**src/rtl/prio_enc_pending.sv**
```systemverilog
// Pending-request priority encoder: collects request pulses into a pending set and offers one index at a time.
// Define PRIO_ENC_RR_EN to compile in round-robin selection; the default build uses fixed highest-index priority.
module prio_enc_pending #(
  parameter  int N = 8,
  localparam int W = $clog2(N)
) (
  input  logic         clk,
  input  logic         rst_n,
  input  logic [N-1:0] req_i,
  output logic [W-1:0] out_idx,
  output logic         out_valid,
  input  logic         out_ready,
  output logic [N-1:0] pending,
  output logic [W:0]   pend_cnt
);

  typedef enum logic {
    IDLE  = 1'b0,
    OFFER = 1'b1
  } state_t;

  state_t       state;
  logic         accept;
  logic [N-1:0] gmask;
  logic [N-1:0] p_next;
  logic [W:0]   cnt_next;
  logic [W-1:0] sel_idx;

  // Next pending set: the accepted bit clears, but a same-cycle request for it wins.
  always_comb begin
    accept   = out_valid & out_ready;
    gmask    = accept ? (N'(1) << out_idx) : '0;
    p_next   = (pending & ~gmask) | req_i;
    cnt_next = '0;
    for (int i = 0; i < N; i++) begin
      cnt_next = cnt_next + (W+1)'(p_next[i]);
    end
  end

`ifdef PRIO_ENC_RR_EN
  logic [W-1:0] rr_ptr;
  logic [W-1:0] rr_base;

  // Search downward from rr_base-1 with wrap; the pointer updates on accept, so the
  // search for the next offer already starts below the index just granted.
  always_comb begin
    rr_base = accept ? out_idx : rr_ptr;
    // NOTE: every always_comb output gets a default first so no path leaves it unassigned (no latch).
    sel_idx = '0;
    for (int i = N; i >= 1; i--) begin
      if (p_next[W'(rr_base - W'(i))]) sel_idx = W'(rr_base - W'(i));
    end
  end

  always_ff @(posedge clk or negedge rst_n) begin
    if (!rst_n) begin
      rr_ptr <= '0;
    end else if (accept) begin
      rr_ptr <= out_idx;
    end
  end
`else
  // Fixed priority: the highest set index wins (later iterations override earlier ones).
  always_comb begin
    sel_idx = '0;
    for (int i = 0; i < N; i++) begin
      if (p_next[i]) sel_idx = W'(i);
    end
  end
`endif

  always_ff @(posedge clk or negedge rst_n) begin
    if (!rst_n) begin
      state     <= IDLE;
      out_valid <= 1'b0;
      out_idx   <= '0;
      pending   <= '0;
      pend_cnt  <= '0;
    end else begin
      // NOTE: state uses non-blocking assignments so every register samples pre-edge values.
      pending  <= p_next;
      pend_cnt <= cnt_next;
      case (state)
        IDLE: begin
          if (p_next != '0) begin
            out_idx   <= sel_idx;
            out_valid <= 1'b1;
            state     <= OFFER;
          end
        end
        OFFER: begin
          // Without accept the offer holds; a newer higher-priority request never preempts it.
          if (accept) begin
            if (p_next != '0) begin
              out_idx <= sel_idx;
            end else begin
              out_idx   <= '0;
              out_valid <= 1'b0;
              state     <= IDLE;
            end
          end
        end
      endcase
    end
  end

endmodule

```
**config.mk**
```make
export PLATFORM = sky130hd
export DESIGN_NAME = prio_enc_pending
export DESIGN_NICKNAME = d
export VERILOG_FILES = /design/src/rtl/prio_enc_pending.sv
export SDC_FILE = /design/constraint.sdc
export NUM_CORES = 1
export LEC_CHECK = 0
export CORE_MARGIN = 2
export CORE_UTILIZATION = 46
export DETAILED_ROUTE_END_ITERATION = 10
export PLACE_DENSITY = 0.81
export SLEW_MARGIN = 30
export SYNTH_ARGS = -nofsm -noshare
export SYNTH_HDL_FRONTEND = slang
export SYNTH_SLANG_ARGS = --single-unit
```
**constraint.sdc**
```tcl
create_clock -name clk -period 4.08 [get_ports clk]
set_input_delay 0.816 -clock clk [delete_from_list [all_inputs] [get_ports clk]]
set_output_delay 0.816 -clock clk [all_outputs]
set_load 0.01 [all_outputs]
```
# After elaboration in Yosys (flattened, before gate mapping)
# Index checks and enable logic that the tools add are counted.
# op_classes
add_sub_neg,7
multipliers,0
n_div,0
n_lt_le_gt_ge,0
eq_ne,3
n_shift,1
muxes,19
n_bitwise,5
reduce_logical,3
# op_table
cell,count
$mux 3,9
$add 4x1->4,4
$and 8x8->8,1
$mux 8,1
$not 8->8,1
$or 8x8->8,1
$reduce_bool 8->1,1
$shl 1x3->8 const A,1
$mux 1,6
$pmux 3 s2,1
$add 3x1->4,1
$ne 2x2->1 const B,2
$pmux 1 s2,2
$add 2x1->3,1
$reduce_and 3->1,1
$add 1x1->2,1
$ne 2x1->1 const B,1
$reduce_and 2->1,1
$and 1x1->1,1
$not 1->1,1
# word_totals
ff_bits,17
latchBits,0
mem_bits_rw,0
rom_bits,0
input_bits,11
out_inout_bits,16
word_cells,43
n_memories,0

# Depth between registers and ports, before layout
# Gate-level depths: netlist of the first run.
# logic_depth
depth_word,15
depth_mapped,13
mapped_depth_nobuf,13

# Worst setup path after synthesis of the first run
# No wires, ideal clock.
# synth_path
kind,input to register
start,input port out_ready
end,register pend_cnt[2]
setup_ns,0.123
t_arrival_ns,3.851
required_ns,3.957
setup_slack_ns,0.106
stages,13
n_path_buf,0
cell_sequence,nand2_1 > or4_1 > a21oi_1 > inv_1 > fa_1 > fa_1 > inv_1 > fa_1 > inv_1 > ha_1 > inv_1 > fa_1 > xnor2_1
# synth_between
elab_chain_cells,12
# synth_rtl
item,line,text
"start, declared",12,"input logic out_ready,"
$and 1x1->1,31,accept = out_valid & out_ready;
$mux 8,32,gmask = accept ? (N'(1) << out_idx) : '0;
$not 8->8,33,p_next = (pending & ~gmask) | req_i;
$and 8x8->8,33,
$or 8x8->8,33,
named net p_next[0],25,logic [N-1:0] p_next;
$add 1x1->2,36,cnt_next = cnt_next + (W+1)'(p_next[i]);
$add 2x1->3,36,
$add 3x1->4,36,
$add 4x1->4 (4 in series),36,
named net cnt_next[2],26,logic [W:0] cnt_next;
"end signal, assigned",82,pend_cnt <= cnt_next;
"end, declared",14,output logic [W:0] pend_cnt
# The timed path passes the listed nets, and every way through them passes these cells.
# A chain may end at the register's enable or synchronous reset.

# Worst setup path in the final report of the first run
# layout_path
start,input port out_ready
end,register pend_cnt[1]
# The elaborated chain is that of the path after synthesis.

==> results by group, run 1 <==
Finish
  – Fin cells: 150
  – Final nets: 143
  – Area occupied by multi-input gates: 459 um^2
  – Synth-to-Final Area Change: 44.3%
  – FILL cells: 147
  – Reg area: 425 um^2
  – Layout cells sized above 1: 0.203
  – Final core utilization: 0.697
  – Final Instance Area: 1350 um^2
  – N_diodes: 0

Clocking
  – Clock Latency Late Sink: 0.30 ns
  – Clk slew on worst S/H paths: 0.10 ns
  – CTS tree: done
  – H-tree levels: 1
  – CTS Root Buffer Type: clkbuf_4
  – Clock buffer depth: 2
  – Clock sink count: 17
  – TritonCTS Buffers: 3
  – CTS Hold Bufs: 0

Floorplanning
  – Overall die width: 49.2 um
  – Die Area: 2420 um^2
  – I/O Pins: 27
  – Chip height: 49.2 um
  – Row count: 16
  – Core region area: 1940 um^2
  – Initial Util: 0.483

Setup path
  – CP bufs+invs: 6
  – Crit path max-delay family: adder cells
  – Start point of the critical path: out_ready
  – Critical path arrival: 4.09 ns
  – Critical Path Fanout Max: 2
  – Crit path largest cell delay: 0.51 ns
  – Critical path class: input port to flop
  – Crit-path cells: dlygate4sd2_1, nand2_1, or4_4, a21oi_4, inv_2, fa_1, fa_1, inv_1, fa_1, inv_1, ha_2, inv_1, fa_1, inv_1
  – Crit path capture type: flop
  – R2R depth: 13
  – Reg-to-Reg Start: out_valid$_DFFE_PN0P_
  – Crit path required time: 4.28 ns
  – Reg2Reg Setup Slack: 0.43 ns
  – Crit start category: input port
  – CP max-delay cell: or4_4
  – Reg2reg end: pend_cnt[1]$_DFF_PN0_

GRT
  – Vias in the first global route: 841
  – Grt ovf: 0
  – GRT met3 Usage: 0.0399
  – Pin count of the biggest net entering global routing: 18
  – Met1 GRT Util: 0.262
  – GR Util met2: 0.345
  – Initial antenna violation count: 0
  – First-pass GRT wire length: 3840 um
  – Gr busiest metal: met2
  – Gr usage total: 0.204

Detailed routing
  – Post-DRT Antenna Nets: 0
  – Initial DRC count: 20
  – Total number of vias: 810
  – Vias per cell: 5.40
  – DRT Pass-1 Iters: 4
  – Routed len/inst: 14.9 um
  – Drt drc: 0
  – Post-Route WL: 2240 um

STA
  – RSZ-0062 raised after global routing: false
  – Setup violations, final: 0
  – Worst Tran Pin Value: 0.770 ns
  – Max-slew violation total from the final report: 0
  – Clk_skew: 0.000882 ns
  – Final min period: 3.88 ns
  – Final hold vios: 0
  – Fmax: 258 MHz
  – Rel. slew slack: 0.485
  – Period utilization: 0.952
  – Post-route setup TNS: 0 ns

Logic synthesis
  – Most common cell in the netlist: dfrtp_1
  – Commonest cells in the netlist: dfrtp_1 (17), inv_1 (14), a21oi_1 (7)
  – Avg Inst Size Synth: 11.4 um^2
  – Distinct cells, synth: 34
  – Part of the Yosys area used for sequential elements: 0.453
  – Synthesized area: 938 um^2
  – Ys flop type: dfrtp_1
  – Post-Synthesis Cells: 82
  – Top cell type's share of synthesized area: 0.453
  – Number of synthesized flops with an enable pin: 0
  – Post-synth net total: 101
  – FFs w/ async S/R, synth: 1.00
  – Synth area leaders: dfrtp_1 (45%), fa_1 (8.5%), inv_1 (5.6%)
  – Ys Warns: 0
  – Post-synthesis register bit count: 17
  – Yosys top cell by area: dfrtp_1

Pwr
  – Static leakage: 0.582 nW
  – Max VDD drop: 0.252 mV
  – Pwr Density: 336 nW/um^2
  – Pwr Total: 455 uW

Hold path
  – Hold worst-path end: out_valid$_DFFE_PN0P_
  – Worst Hold Depth: 1
  – Hold Crit Start: state$_DFF_PN0_
  – Worst hold path type: flop to flop

Place
  – I/O Buffers: 26
  – Hpwl dp: 1720 um
  – Post-placement cell count: 144
  – DP Area: 1300 um^2
  – Gpl congestion: 0.787

Status
  – Status: finished clean

Run
  – Max cap viols: 0
==> repair_timing <==
action,CTS,global route
endpoints found under the hold margin,0,0
endpoints found under the setup margin,2,0
resized for setup,6,0
buffers inserted,2,0
==> worst reg2reg max path: stages (launching register included) <==
cell	delay, ns
dfrtp_1	0.46
nand2_1	0.10
or4_4	0.51
a21oi_4	0.15
inv_2	0.06
fa_1	0.46
fa_1	0.49
inv_1	0.05
fa_1	0.46
inv_1	0.07
ha_2	0.17
inv_1	0.05
fa_1	0.47
inv_1	0.04
==> stage by stage <==
step,setup WS (ns),hold WS [ns]
6_report,0.197,0.536
4_1_cts,0.197,0.532
3_3_place_gp,-0.428,0.512
5_1_grt,0.0243,0.554
2_1_floorplan,0.106,0.483
3_5_place_dp,-0.474,0.517
==> area by class of cell <==
class / instances / share of cell area
multi-input cells: 49 / 0.339
flip-flops and latches: 17 / 0.314
repair buffers: 39 / 0.263
inverters: 14 / 0.0388
well taps: 27 / 0.0250
clock buffers: 4 / 0.0194
==> per-layer routing <==
metal	vias up	share of wire
li1	373	-
met1	389	0.40
met2	43	0.51
met3	5	0.078
met4	0	0.015
met5	-	0
==> sequential cells by signal (all words and copies together), names as in the netlist <==
name	flops
state	1
pending	8
out_idx	3
pend_cnt	4
out_valid	1
==> placed cells by master (no fill, tap or decap), types with 2 or more instances in the layout <==
cell,count
nor3b_1,2
inv_1,13
buf_4,13
clkdlybuf4s50_1,25
a21oi_1,6
clkbuf_4,3
fa_1,4
nor2_1,4
ha_1,3
nor2b_1,2
o32ai_1,2
nand2_1,2
dfrtp_1,17
==> worst max path at each step <==
stage / slack [ns] / cells past startpoint / to
after global routing: 0.02 / 14 / pend_cnt[1]$_DFF_PN0_
after floorplan: 0.11 / 13 / pend_cnt[2]$_DFF_PN0_
after CTS: 0.20 / 14 / pend_cnt[1]$_DFF_PN0_
after global placement: -0.43 / 14 / pend_cnt[1]$_DFF_PN0_
final: 0.20 / 14 / pend_cnt[1]$_DFF_PN0_
after detailed placement: -0.47 / 14 / pend_cnt[1]$_DFF_PN0_
==> power breakdown <==
part / internal, mW / total, mW / switching [mW]
Clock: 0.0382 / 0.0945 / 0.0563
Sequential: 0.192 / 0.200 / 0.00809
Combinational: 0.0896 / 0.160 / 0.0706
==> kinds of logic (layout without fill, tap and decap cells) <==
| logic type | Yosys count | after routing | synth area share |
|---|---|---|---|
| fa+ha+maj | 8 | 8 | 0.139 |
| xor+xnor | 1 | 1 | 0.00934 |
| buf+inv | 16 | 57 | 0.0760 |
| compound gates | 20 | 20 | 0.179 |
| simple gates | 20 | 20 | 0.144 |
| flops | 17 | 17 | 0.453 |
Note: power is estimated with default switching activity, not from simulation.
==> inputs of run 2 (changes only) <==
Settings changed: ABC_AREA from default to 1, PLACE_DENSITY 0.81 to 0.8.
==> run 2 against run 1 <==
Non-clock buffer count is 7 lower. Routed wire length is 2.5% lower. Synthesized area is 3.5% higher. Critical endpoint unchanged. Final cell count is 19% higher. Highest routed layer unchanged. Die area is 3.2% higher. Global-route usage is 0.73 points higher. Hold slack worse by 0.00067 ns. Largest power group unchanged. Via count is 0.49% lower. Utilization is 1.3 points lower.
==> results by group, run 2 <==
Finish
  – Final nets: 171
  – Max FFs per register: 8
  – Reg area: 425 um^2
  – Fin cells: 178
  – Largest registers: pending x8, pend_cnt x4, out_idx x3
  – FILL cells: 161
  – Area occupied by multi-input gates: 457 um^2
  – Final core utilization: 0.684
  – Layout cells sized above 1: 0.199
  – Final Instance Area: 1360 um^2
  – Most flop-heavy register: pending
  – Commonest cells after routing, fill and taps aside: nand2_1 (33), clkdlybuf4s50_1 (25), inv_1 (24), dfrtp_1 (17)
  – Most common cell after layout, fill and taps aside: nand2_1
  – N_diodes: 0
  – Synth-to-Final Area Change: 39.6%

Logic synthesis
  – Synth area leaders: dfrtp_1 (44%), nand2_1 (13%), inv_1 (10%)
  – Post-Synthesis Cells: 115
  – Commonest cells in the netlist: nand2_1 (34), inv_1 (26), dfrtp_1 (17)
  – Post-synthesis register bit count: 17
  – Yosys top cell by area: dfrtp_1
  – Distinct cells, synth: 19
  – Part of the Yosys area used for sequential elements: 0.438
  – Ys flop type: dfrtp_1
  – Top cell type's share of synthesized area: 0.438
  – Number of synthesized flops with an enable pin: 0
  – Avg Inst Size Synth: 8.44 um^2
  – Most common cell in the netlist: nand2_1
  – Synthesized area: 971 um^2
  – Post-synth net total: 134
  – Ys Warns: 0
  – FFs w/ async S/R, synth: 1.00

Clocking
  – Clk slew on worst S/H paths: 0.10 ns
  – CTS Root Buffer Type: clkbuf_4
  – CTS tree: done
  – Clock sink count: 17
  – TritonCTS Buffers: 3
  – H-tree levels: 1
  – Clock Latency Late Sink: 0.29 ns
  – Clock buffer depth: 2

GRT
  – Gr usage total: 0.211
  – Vias in the first global route: 867
  – Initial antenna violation count: 0
  – First-pass GRT wire length: 3910 um
  – Pin count of the biggest net entering global routing: 18
  – Grt ovf: 0

STA
  – Final hold vios: 0
  – Worst Tran Pin Value: 0.768 ns
  – Fmax: 267 MHz
  – Max-slew violation total from the final report: 0
  – Final min period: 3.74 ns
  – Setup WS post-layout: 0.337 ns
  – RSZ-0062 raised after global routing: false
  – Clk_skew: 0.00654 ns
  – Post-route setup TNS: 0 ns
  – Setup violations, final: 0
  – Period utilization: 0.917
  – Rel. slew slack: 0.486

Pwr
  – Max VDD drop: 0.185 mV
  – Static leakage: 0.658 nW
  – Internal: 215 uW
  – Logic gate share of total power: 0.052
  – Switch share: 0.219
  – Net Switching: 60.4 uW
  – Pwr Density: 203 nW/um^2
  – Clock Power Share: 0.336
  – Sequential fraction of design power: 0.611

Setup path
  – Crit-path cells: dlymetal6s2s_1, nand2_2, nor2_4, nand2_2, a21oi_4, inv_2, fa_1, fa_1, inv_1, fa_1, inv_1, ha_2, inv_1, fa_2, inv_1
  – Critical path arrival: 3.94 ns
  – CP bufs+invs: 6
  – R2R depth: 14
  – Critical path depth: 15
  – Most frequent CP cell: inv_1
  – Critical Path Fanout Max: 4
  – Crit start category: input port
  – Crit path max-delay family: adder cells
  – Critical path class: input port to flop
  – CP max-delay cell: fa_1
  – Crit path required time: 4.28 ns
  – Crit path capture type: flop
  – Crit path largest cell delay: 0.55 ns

Run
  – Max cap viols: 0

Place
  – DP Area: 1300 um^2
  – I/O Buffers: 26
  – Hpwl dp: 1710 um
  – Post-placement cell count: 173
  – Gpl congestion: 0.860
  – Dpl ws: -0.295 ns

Floorplanning
  – Initial Util: 0.490
  – I/O Pins: 27
  – Chip height: 49.9 um
  – Overall die width: 49.9 um
  – Die Area: 2490 um^2
  – Core region area: 1980 um^2
  – Row count: 16

Detailed routing
  – Post-Route WL: 2180 um
  – DRT Pass-1 Iters: 4
  – Routed len/inst: 12.3 um
  – Initial DRC count: 6
  – Post-DRT Antenna Nets: 0
  – Vias per cell: 4.53
  – Drt drc: 0
  – Total number of vias: 806

Hold path
  – Worst Hold Depth: 2
  – Worst hold path type: flop to flop

Status
  – Status: finished clean
[run 2: layout make-up]
type                       instances  area share
sequential                        17       0.314
inverter                          28      0.0776
multi-input combinational         70       0.337
tap                               27      0.0249
clock buffer                       4      0.0194
timing repair buffer              32       0.227
[run 2: logic make-up after synthesis]
| group | after synthesis | share of synthesized area |
|---|---|---|
| XOR/XNOR | 1 | 0.00902 |
| adder cells (fa/ha/maj) | 8 | 0.134 |
| buffers and inverters | 28 | 0.108 |
| AND/OR/NAND/NOR | 54 | 0.259 |
| AO/OA/AOI/OAI | 7 | 0.0515 |
| flip-flops | 17 | 0.438 |
[run 2: power groups by stage]
stage               Sequential (mW)  Clock, mW  Combinational [mW]
floorplan                     0.172          0             0.00112
global placement              0.172          0              0.0145
detailed placement            0.172          0              0.0149
CTS                           0.168     0.0948              0.0149
global route                  0.168      0.105              0.0165
finish                        0.168     0.0926              0.0144
[run 2: metrics by stage]
step	hold slack [ns]	power, mW
after floorplan	0.519	0.173
after global placement	0.542	0.186
after detailed placement	0.557	0.187
after CTS	0.575	0.278
after global routing	0.562	0.290
final	0.536	0.275
[run 2: worst paths after layout]
kind / startpoint / to / slack [ns]
worst min-delay path: pending[0]$_DFF_PN0_ / pending[0]$_DFF_PN0_ / 0.54
worst max-delay path: out_ready / pend_cnt[1]$_DFF_PN0_ / 0.34
min in group asynchronous: rst_n / pending[4]$_DFF_PN0_ / 0.96
max in group asynchronous: rst_n / pend_cnt[2]$_DFF_PN0_ / 2.64
worst min register to register: pending[0]$_DFF_PN0_ / pending[0]$_DFF_PN0_ / 0.54
worst max register to register: out_valid$_DFFE_PN0P_ / pend_cnt[1]$_DFF_PN0_ / 0.53
[run 2: worst min-delay path, stage by stage, from the launching register on]
cell     delay, ns
dfrtp_1       0.38
a21oi_2       0.07
inv_2         0.06
[run 2: routing by layer]
layer	up-vias	global-route usage	routed length, um
li1	407	-	-
met1	373	0.257	867
met2	19	0.362	1180
met3	7	0.0364	76
met4	0	0.0926	62
met5	-	0	0
[run 2: repair_timing]
| item | CTS | global route |
|---|---|---|
| buffers inserted | 0 | 1 |
| hold buffers | 0 | 0 |
| endpoints found under the setup margin | 0 | 2 |
| gates resized for setup | 0 | 8 |
==> inputs of run 3 (changes only) <==
Settings changed: SLEW_MARGIN 30 to default.
==> results of run 3 <==
The final DEF is identical to that of run 2; final timing and power are the same.
